**src/rtl/serdes_64b66b_tx_gearbox.sv**
```systemverilog
// TX 66b->64b gearbox: packs 32 sequenced 66-bit blocks into 33 64-bit serdes words and owns the TX sequence counter.
// Latency 1 cycle input to O_tx_gb_data; no backpressure, runs every cycle and resyncs on sequence 0.
module serdes_64b66b_tx_gearbox #(
  parameter int C_TX_DATA_WIDTH = 64,
  parameter int C_ERR_CNT_WIDTH = 16
) (
  input  logic                       I_pcs_tx_clk,
  input  logic                       I_pcs_tx_rst_n,
  output logic [5:0]                 O_tx_seq,
  input  logic [C_TX_DATA_WIDTH-1:0] I_tx_data,
  input  logic [1:0]                 I_tx_header,
  input  logic [5:0]                 I_tx_seq,
  output logic [C_TX_DATA_WIDTH-1:0] O_tx_gb_data,
  output logic                       O_tx_gb_locked,
  output logic                       O_tx_seq_err,
  output logic [C_ERR_CNT_WIDTH-1:0] O_tx_seq_err_cnt
);

  typedef enum logic {SYNC_WAIT = 1'b0, LOCKED = 1'b1} state_t;

  state_t                       state_q, state_d;
  logic [C_TX_DATA_WIDTH-1:0]   leftover_q, leftover_d;
  logic [C_TX_DATA_WIDTH-1:0]   gb_data_q, gb_data_d;
  logic [C_TX_DATA_WIDTH-1:0]   lo;
  logic [C_ERR_CNT_WIDTH-1:0]   err_cnt_q;
  logic [5:0]                   seq_cnt_q, prev_seq_q, exp_seq;
  logic [6:0]                   sh_h, sh_d;
  logic                         seq_err_q, seq_err_d, do_pack;

  always_comb begin
    state_d    = state_q;
    leftover_d = leftover_q;
    gb_data_d  = '0;
    seq_err_d  = 1'b0;
    do_pack    = 1'b0;
    lo         = '0;
    exp_seq    = (prev_seq_q == 6'd32) ? 6'd0 : prev_seq_q + 6'd1;
    sh_h       = {I_tx_seq, 1'b0};
    sh_d       = sh_h + 7'd2;

    case (state_q)
      SYNC_WAIT: begin
        leftover_d = '0;
        if (I_tx_seq == 6'd0) begin
          state_d = LOCKED;
          do_pack = 1'b1;
        end
      end
      LOCKED: begin
        if (I_tx_seq != exp_seq || I_tx_seq > 6'd32) begin
          seq_err_d = 1'b1;
          if (I_tx_seq == 6'd0) begin
            do_pack = 1'b1;
          end else begin
            state_d    = SYNC_WAIT;
            leftover_d = '0;
          end
        end else begin
          do_pack = 1'b1;
        end
      end
      default: state_d = SYNC_WAIT;
    endcase

    if (do_pack) begin
      if (I_tx_seq == 6'd32) begin
        gb_data_d  = leftover_q;
        leftover_d = '0;
      end else begin
        // Seq 0 always starts from an empty leftover, which also covers the
        // resync-on-zero case without a separate clear.
        lo         = (I_tx_seq == 6'd0) ? '0 : leftover_q;
        gb_data_d  = lo | (C_TX_DATA_WIDTH'(I_tx_header) << sh_h) | (I_tx_data << sh_d);
        leftover_d = I_tx_data >> (7'd62 - sh_h);
      end
    end
  end

  always_ff @(posedge I_pcs_tx_clk) begin
    if (!I_pcs_tx_rst_n) begin
      state_q    <= SYNC_WAIT;
      leftover_q <= '0;
      gb_data_q  <= '0;
      seq_err_q  <= 1'b0;
      err_cnt_q  <= '0;
      seq_cnt_q  <= '0;
      prev_seq_q <= '0;
    end else begin
      state_q    <= state_d;
      leftover_q <= leftover_d;
      gb_data_q  <= gb_data_d;
      seq_err_q  <= seq_err_d;
      prev_seq_q <= I_tx_seq;
      seq_cnt_q  <= (seq_cnt_q == 6'd32) ? 6'd0 : seq_cnt_q + 6'd1;
      if (seq_err_d && err_cnt_q != '1)
        err_cnt_q <= err_cnt_q + {{(C_ERR_CNT_WIDTH-1){1'b0}}, 1'b1};
    end
  end

  assign O_tx_seq         = seq_cnt_q;
  assign O_tx_gb_data     = gb_data_q;
  assign O_tx_gb_locked   = (state_q == LOCKED);
  assign O_tx_seq_err     = seq_err_q;
  assign O_tx_seq_err_cnt = err_cnt_q;

endmodule
```
**config.mk**
```make
export PLATFORM = sky130hd
export DESIGN_NAME = serdes_64b66b_tx_gearbox
export DESIGN_NICKNAME = d
export VERILOG_FILES = /design/src/rtl/serdes_64b66b_tx_gearbox.sv
export SDC_FILE = /design/constraint.sdc
export NUM_CORES = 1
export LEC_CHECK = 0
export ABC_AREA = 1
export CORE_MARGIN = 2
export CORE_UTILIZATION = 40
export DETAILED_ROUTE_END_ITERATION = 7
export PLACE_DENSITY = 0.66
export RECOVER_POWER = 100
export SETUP_SLACK_MARGIN = 0.2
export SYNTH_ARGS = -nofsm -noshare
export SYNTH_HDL_FRONTEND = slang
export SYNTH_SLANG_ARGS = --single-unit
```
**constraint.sdc**
```tcl
create_clock -name I_pcs_tx_clk -period 7.1 [get_ports I_pcs_tx_clk]
set_input_delay 0.71 -clock I_pcs_tx_clk [delete_from_list [all_inputs] [get_ports I_pcs_tx_clk]]
set_output_delay 0.71 -clock I_pcs_tx_clk [all_outputs]
set_load 0.005 [all_outputs]
```
# Word level (Yosys, flattened, before mapping)
# Index checks and enable logic that the tools add are counted.
[word_totals]
register_bits = 158
in_bits = 74
output_inout_bits = 88
wordCells = 46
[classes]
add_sub_neg = 5
n_lt_le_gt_ge = 1
n_eq_ne = 7
shifts = 3
mux = 13
n_bitwise = 4
n_reduce_logical = 6
[op_table]
columns = ["cell", "count"]
rows = [
  ["two-way mux 64 bit", 6],
  ["bitwise OR 64 bit", 2],
  ["case mux 64 bit (2 select lines)", 1],
  ["left shift 2 x 7 -> 64 bit", 1],
  ["left shift 64 x 7 -> 64 bit", 1],
  [">> shifter 64 x 7 -> 64 bit", 1],
  ["== test 6 bit (second input constant)", 3],
  ["adder 16 x 1 -> 16 bit (second input constant)", 1],
  ["inequality test 16 bit (second input constant)", 1],
  ["adder 6 x 1 -> 6 bit (second input constant)", 2],
  ["adder 7 x 2 -> 7 bit (second input constant)", 1],
  ["subtractor 6 x 7 -> 7 bit (first input constant)", 1],
  ["> comparator 6 bit (second input constant)", 1],
  ["zero test 6 bit", 1],
  ["two-way mux 6 bit", 1],
  ["inequality test 6 bit", 1],
  ["two-way mux 1 bit", 4],
  ["AND reduction 2 bit", 2],
  ["inequality test 3 x 1 -> 1 bit (second input constant)", 1],
  ["inequality test 3 bit (second input constant)", 1],
  ["inverter 1 bit", 2],
  ["case mux 1 bit (2 select lines)", 1],
  ["OR reduction 2 bit", 1],
  ["logical AND 1 bit", 1],
  ["logical OR 1 bit", 1],
]

# Depth between registers and ports, before layout
# Gate-level depths: netlist of run 1.
[logic_depth]
word_depth = 8
mapped_depth = 17
mapped_depth_nobuf = 15

# Worst setup path before layout of run 1
# Ideal clock, no wire load.
[synth_path]
path_type = "input port to flip-flop"
from = "in I_tx_seq[0]"
to = "reg gb_data_q[34] (netlist: O_tx_gb_data[34])"
setup_ns = 0.071
arrival_time_ns = 2.796
slack_ns = 4.234
cell_stages = 14
path_cell_list = "buf_2 inv_2 buf_2 buf_2 ha_1 clkinv_1 clkbuf_1 clkbuf_1 nand2_1 nor2_1 inv_1 nor2_1 a31oi_1 a21oi_1"
[synth_between]
elab_chain_cells = 5
word_cells_on_any_way = 16
cone_classes = "1 x add/sub; 1 x order compare; 2 x eq/ne; 2 x shift; 5 x mux; 2 x bitwise; 3 x reduce/logical"
[synth_lines]
columns = ["element", "line", "rtl"]
rows = [
  ["start, declared", "12", "input logic [5:0] I_tx_seq,"],
  ["parallel branches: the longest is 5 deep, another holds adder 7 x 2 -> 7 bit", "-", ""],
  ["end signal, assigned", "91", "gb_data_q <= gb_data_d;"],
  ["end, declared", "23", "logic [C_TX_DATA_WIDTH-1:0] gb_data_q, gb_data_d;"],
]
# Parallel ways; which one is timed is not known.
# A chain may end at the register's enable or synchronous reset.

# Worst setup path in the final report of run 1
[layout_path]
from = "in I_tx_seq[0]"
to = "reg gb_data_q[39] (netlist: O_tx_gb_data[39])"
# Same word-level chain as after synthesis.

==> metrics, run 1 <==
sequential area share after synthesis about a quarter; placed cell areas 13700 µm²; Finished Core Util a little under half; final worst setup slack approximately 1.9 ns; Die Span X 178 µm; HPWL Detailed about 45 mm; Max Buffers Root-to-Sink 2; global route overflow 0; kind of start point of the critical path input port; cts repair resizes 0; post-synth top area share between 20% and 30%; vias per cell roughly 5.7; GP Congestion 0.992; H-tree depth 4; fmax approximately 190 MHz; max_slew headroom -20.1%; 1st-pass router iterations 6; Root Driver clkbuf_16; Worst Skew 0.0129 ns; Sequential Power Share about a third; Setup WS pre-CTS 2.61 ns; Final Slew Violations 41; leakage approximately 6.3 nW; CP Data Required Time between 7 and 8 ns; Die Ht ~180 µm; DR WL/cell approximately 22 µm; n_diodes 0; Reg2Reg Depth 14; CTS buffer count 17; Starting Density a little over 40%; Design Area, Final 14300 µm²; Sink Count roughly 160; hold depth 1; Tmin final about 5.2 ns; vias in the first global route 13200; final layout net count between 2000 and 2500; worst hold path startpoint O_tx_seq[0]; CTS Hold Buffers Added 0; post-route ant nets 0; post-synthesis cell area approximately 12000 µm²; die area around 32000 µm²; top cells by area, synth dfxtp_1, nand2_1, o21ai_0, nand3_1, nor2_1; Port-buffer cells roughly 160; initial antenna violation count 0; Fillers about 3200; Pwr Total around 2.6 mW; register area between 3000 and 4000 µm²; most frequent cells in the layout nand2_1, o21ai_0, nor2_1; TNS Setup 0 ns; number of flops mapped to enable cells by yosys 0; worst-margin pin slew roughly 1.8 ns; dpl cells approximately 2500; share of layout cells above drive strength 1 4.89%; Mapped Avg Cell Area between 5 and 6 µm²; flop2flop setup slack 2.36 ns; reg-to-reg startpoint prev_seq_q[0]; max-cap violations 2; CTS tree done; DR vias roughly 15000; global-route wire length before repair between 80 and 90 mm; #FFs+latches synth 158; post-synth top area cell dfxtp_1; fin crit share roughly three quarters; Worst IR Drop VDD roughly 0.17 mV; area taken by multi-input logic gates slightly below 8000 µm²; layout overhead on the synthesized area 17.5%; critical setup path kind in2reg; commonest non-fill, non-tap cell in the layout nand2_1; Min Hold Slack around 0.46 ns; syn nets ~2200; Ys Warns 0; Rows 63; Sw Ratio 38.6%; total global-route track usage roughly 36%; synth unique cells 51; pwr dens 179 nW/µm²; asr flop ratio synth 0%; final setup fails 0; Post-Route WL approximately 57 mm; net switching power 0.986 mW; internal power between 1.5 and 2 mW; CORE AREA between 20000 and 30000 µm²; top_reg_cell synth dfxtp_1; status finished, violations left; Mapped Cells 2099; Post CTS Setup Buffer Count 0; Data arrival, critical path 5.49 ns; failing checks max-capacitance violations, max-slew violations; Ports 162; clock share of power approximately 35%; Crit. End Element flop; worst hold-check path type reg2reg; Hold Violations, Final 0; clk slew on worst S/H paths roughly 0.070 ns; latest clock arrival within the worst-skew pair 0.45 ns; largest net degree at the start of global routing 74; Layout Cells excl Fill roughly 2600; Setup crit start I_tx_seq[0]; RSZ-0062 raised after global routing false; combinational group share of total power 29.6%; CP max FO 73; DRC 0; First DRT Iteration DRCs roughly 1800
==> flip-flops by register name (all words and copies together) (netlist names) <==
| signal | cells |
|---|---|
| O_tx_seq | 6 |
| leftover_q | 64 |
| O_tx_gb_locked | 1 |
| O_tx_gb_data | 64 |
| O_tx_seq_err | 1 |
| prev_seq_q | 6 |
| O_tx_seq_err_cnt | 16 |
==> per-layer routing <==
metal  wire, µm  track usage (%)  up-vias
met5          0                0        -
met4       3470             19.7        0
met3       5190             6.69      139
met2      24300             55.2      772
met1      23700             47.1     6676
li1           -                -     6984
==> kinds of logic after synthesis <==
family | after synthesis | share of synthesized area [%]
and+or+nand+nor | 1127 | 38.5
AOI/OAI and AO/OA | 462 | 21.5
buffers and inverters | 314 | 10.8
DFF | 158 | 26.0
xor gates and xnor gates | 18 | 1.36
muxes | 13 | 1.07
adders and majority gates | 7 | 0.721
==> cell type report <==
cell class | instances | share of cell area [%]
clock inverter | 14 | 0.868
inverter | 164 | 4.31
timing repair buffer | 185 | 12.3
tap | 390 | 3.42
clock buffer | 18 | 3.08
multi-input combinational | 1627 | 53.9
sequential | 158 | 22.2
==> synth_stat cells, drive strengths merged, types with 3 or more instances <==
cell type / number
o211ai: 43
ha: 7
a21boi: 13
a32o: 3
a21o: 3
or2: 12
nor2: 200
xnor2: 10
buf: 77
a22o: 7
a221oi: 3
inv: 162
nand4: 35
nor3: 14
o21ai: 237
o22ai: 9
a31oi: 6
mux2i: 13
o221ai: 3
dfxtp: 158
xor2: 8
nand3: 167
nand2: 694
clkbuf: 73
o21a: 7
a21oi: 121
==> path summary, 6_finish.rpt <==
check | to
worst max-delay path | O_tx_gb_data[39]
worst min-delay path | O_tx_seq[0]
worst max register to register | O_tx_gb_data[39]
worst min register to register | O_tx_seq[0]
==> power by group through the flow <==
| stage | combinational [mW] | sequential [mW] | clock, mW |
|---|---|---|---|
| after floorplan | 0.453 | 0.913 | 0 |
| after detailed placement | 0.732 | 0.914 | 0 |
| after global placement | 0.736 | 0.914 | 0 |
| final | 0.755 | 0.894 | 0.903 |
| after CTS | 0.734 | 0.894 | 0.901 |
| after global routing | 0.812 | 0.894 | 0.940 |
==> worst max-delay path, stage by stage <==
cell and delay [ns]:
buf_4 0.47, inv_1 0.28, buf_4 0.41, nand2_1 0.15
nand2_1 0.06, nand2_1 0.06, nor2_1 0.06, nand4_1 0.08
nand2_1 0.59, nand2_1 1.18, clkbuf_1 1.16, nor2_1 0.17
Note: power is estimated with default switching activity, not from simulation.
==> run 2: changes to the inputs <==
- PLACE_DENSITY: 0.66 -> 0.68
- clock period: 7.1 -> 4.8 ns (I/O delays scaled with it)
==> metrics, run 2 (synthesis results as in run 1) <==
RR Endpoint O_tx_gb_data[41]; 1st-pass router iterations 7; Fillers about 3200; reg-to-reg startpoint prev_seq_q[0]; Root Driver clkbuf_16; crit-path cells buf_4 -> inv_1 -> clkbuf_2 -> nor3_4 -> inv_1 -> nand2_2 -> inv_1 -> buf_12 -> nand3_1 -> nand2_1 -> inv_1 -> o21ai_0 -> nand3_1 -> nand2_1 -> nor2_1; worst hold path startpoint leftover_q[5]; register area between 3000 and 4000 µm²; flop2flop setup slack between 1.5 and 2 ns; placed cell areas roughly 14000 µm²; n_diodes 0; most frequent cells in the layout nand2_1, o21ai_0, nor2_1; max-cap violations 2; critical setup path kind in2reg; RSZ-0062 raised after global routing false; post-route ant nets 0; pwr dens roughly 270 nW/µm²; Worst Skew approximately 0.011 ns; Min Hold Slack roughly 0.45 ns; Sink Count between 150 and 200; DRC 0; worst hold-check path type reg2reg; internal power ~2.5 mW; Post CTS Setup Buffer Count 0; Starting Density 40.8%; final layout net count roughly 2200; Max stage delay on crit path 0.86 ns; DR vias approximately 15000; critical path's slowest cell clkbuf_2; leakage between 6 and 7 nW; CTS buffer count 17; TNS Setup 0 ns; failing checks max-capacitance violations, max-slew violations; Hold Violations, Final 0; worst-margin pin slew between 1.5 and 2 ns; total global-route track usage a little over a third; Reg2Reg Depth 15; Setup WS pre-CTS around 1.4 ns; HPWL Detailed between 40 and 50 mm; Die Ht ~180 µm; CTS Hold Buffers Added 0; GP Congestion between 1 and 1.5; final setup fails 0; Final Slew Violations 120; CP max FO 78; H-tree depth 4; die area between 30000 and 40000 µm²; share of layout cells above drive strength 1 under 10%; status finished, violations left; global-route wire length before repair ~85 mm; vias in the first global route between 10000 and 15000; Port-buffer cells ~160; layout overhead on the synthesized area 18.7%; First DRT Iteration DRCs between 2000 and 2500; Post-Route WL 57.4 mm; largest net degree at the start of global routing 79; vias per cell approximately 5.8; fin crit share approximately 80%; Tmin final between 3 and 4 ns; clock share of power 37.2%; final worst setup slack approximately 0.96 ns; Crit. End Element flop; cell mode on critical path inv_1; latest clock arrival within the worst-skew pair approximately 0.44 ns; global route overflow 0; cts repair resizes 0; Die Span X 178 µm; max_slew headroom -22.8%; Data arrival, critical path about 4.2 ns; combinational group share of total power about 29%; Hold Path Sink O_tx_gb_data[5]; clk slew on worst S/H paths ~0.070 ns; CP Data Required Time between 5 and 6 ns; CTS tree done; commonest non-fill, non-tap cell in the layout nand2_1; CORE AREA between 20000 and 30000 µm²; Rows 63; net switching power ~1.4 mW; kind of start point of the critical path input port; hold depth 2; Design Area, Final between 10000 and 15000 µm²; Sequential Power Share between 30 and 40%; Worst IR Drop VDD 0.249 mV; Ports 162; initial antenna violation count 1; Sw Ratio between 30 and 40%; Max Buffers Root-to-Sink 2; area taken by multi-input logic gates around 7700 µm²; DR WL/cell approximately 22 µm; fmax 260 MHz
## run 2: final cells by class
type | instances | share of cell area [%]
clock buffer | 20 | 3.17
tap | 390 | 3.38
timing repair buffer | 200 | 13.0
sequential | 158 | 21.9
clock inverter | 12 | 1.09
inverter | 164 | 4.27
multi-input combinational | 1627 | 53.1
## run 2: worst max-delay path by stage
stage	startpoint	to	slack, ns	depth (start not counted)
finish	I_tx_seq[0]	O_tx_gb_data[42]	0.96	15
global route	I_tx_seq[0]	O_tx_gb_data[35]	0.74	13
CTS	I_tx_seq[0]	O_tx_gb_data[42]	1.81	12
detailed placement	I_tx_seq[0]	O_tx_gb_data[42]	1.36	12
global placement	I_tx_seq[0]	O_tx_gb_data[56]	1.36	13
floorplan	I_tx_seq[0]	O_tx_gb_data[34]	2.16	14
## run 2: power groups by stage
stage	combinational [mW]	clock, mW	sequential (mW)
after global routing	1.21	1.50	1.32
after CTS	1.10	1.45	1.32
after global placement	1.10	0	1.35
after floorplan	0.671	0	1.35
final	1.13	1.45	1.32
after detailed placement	1.09	0	1.35
## run 2: metal layers
| layer | up-vias | track usage, % | wire length [µm] |
|---|---|---|---|
| li1 | 7005 | - | - |
| met1 | 6904 | 47.2 | 23400 |
| met2 | 803 | 57.7 | 25300 |
| met3 | 151 | 6.91 | 5660 |
| met4 | 2 | 17.2 | 3110 |
| met5 | - | 0 | 13 |
## run 2: critical path, delay by kind of cell
family,cells,cell delay [ns]
and+or+nand+nor,7,1.60
buffers and inverters,7,1.90
AOI/OAI and AO/OA,1,0.12
## run 2: per-stage QoR
step | instances | total power [mW] | util [%]
global route | 2571 | 4.04 | 48.4
global placement | 2539 | 2.45 | 46.5
finish | 2571 | 3.89 | 48.4
detailed placement | 2539 | 2.44 | 46.5
CTS | 2571 | 3.87 | 48.6
floorplan | 2099 | 2.02 | -
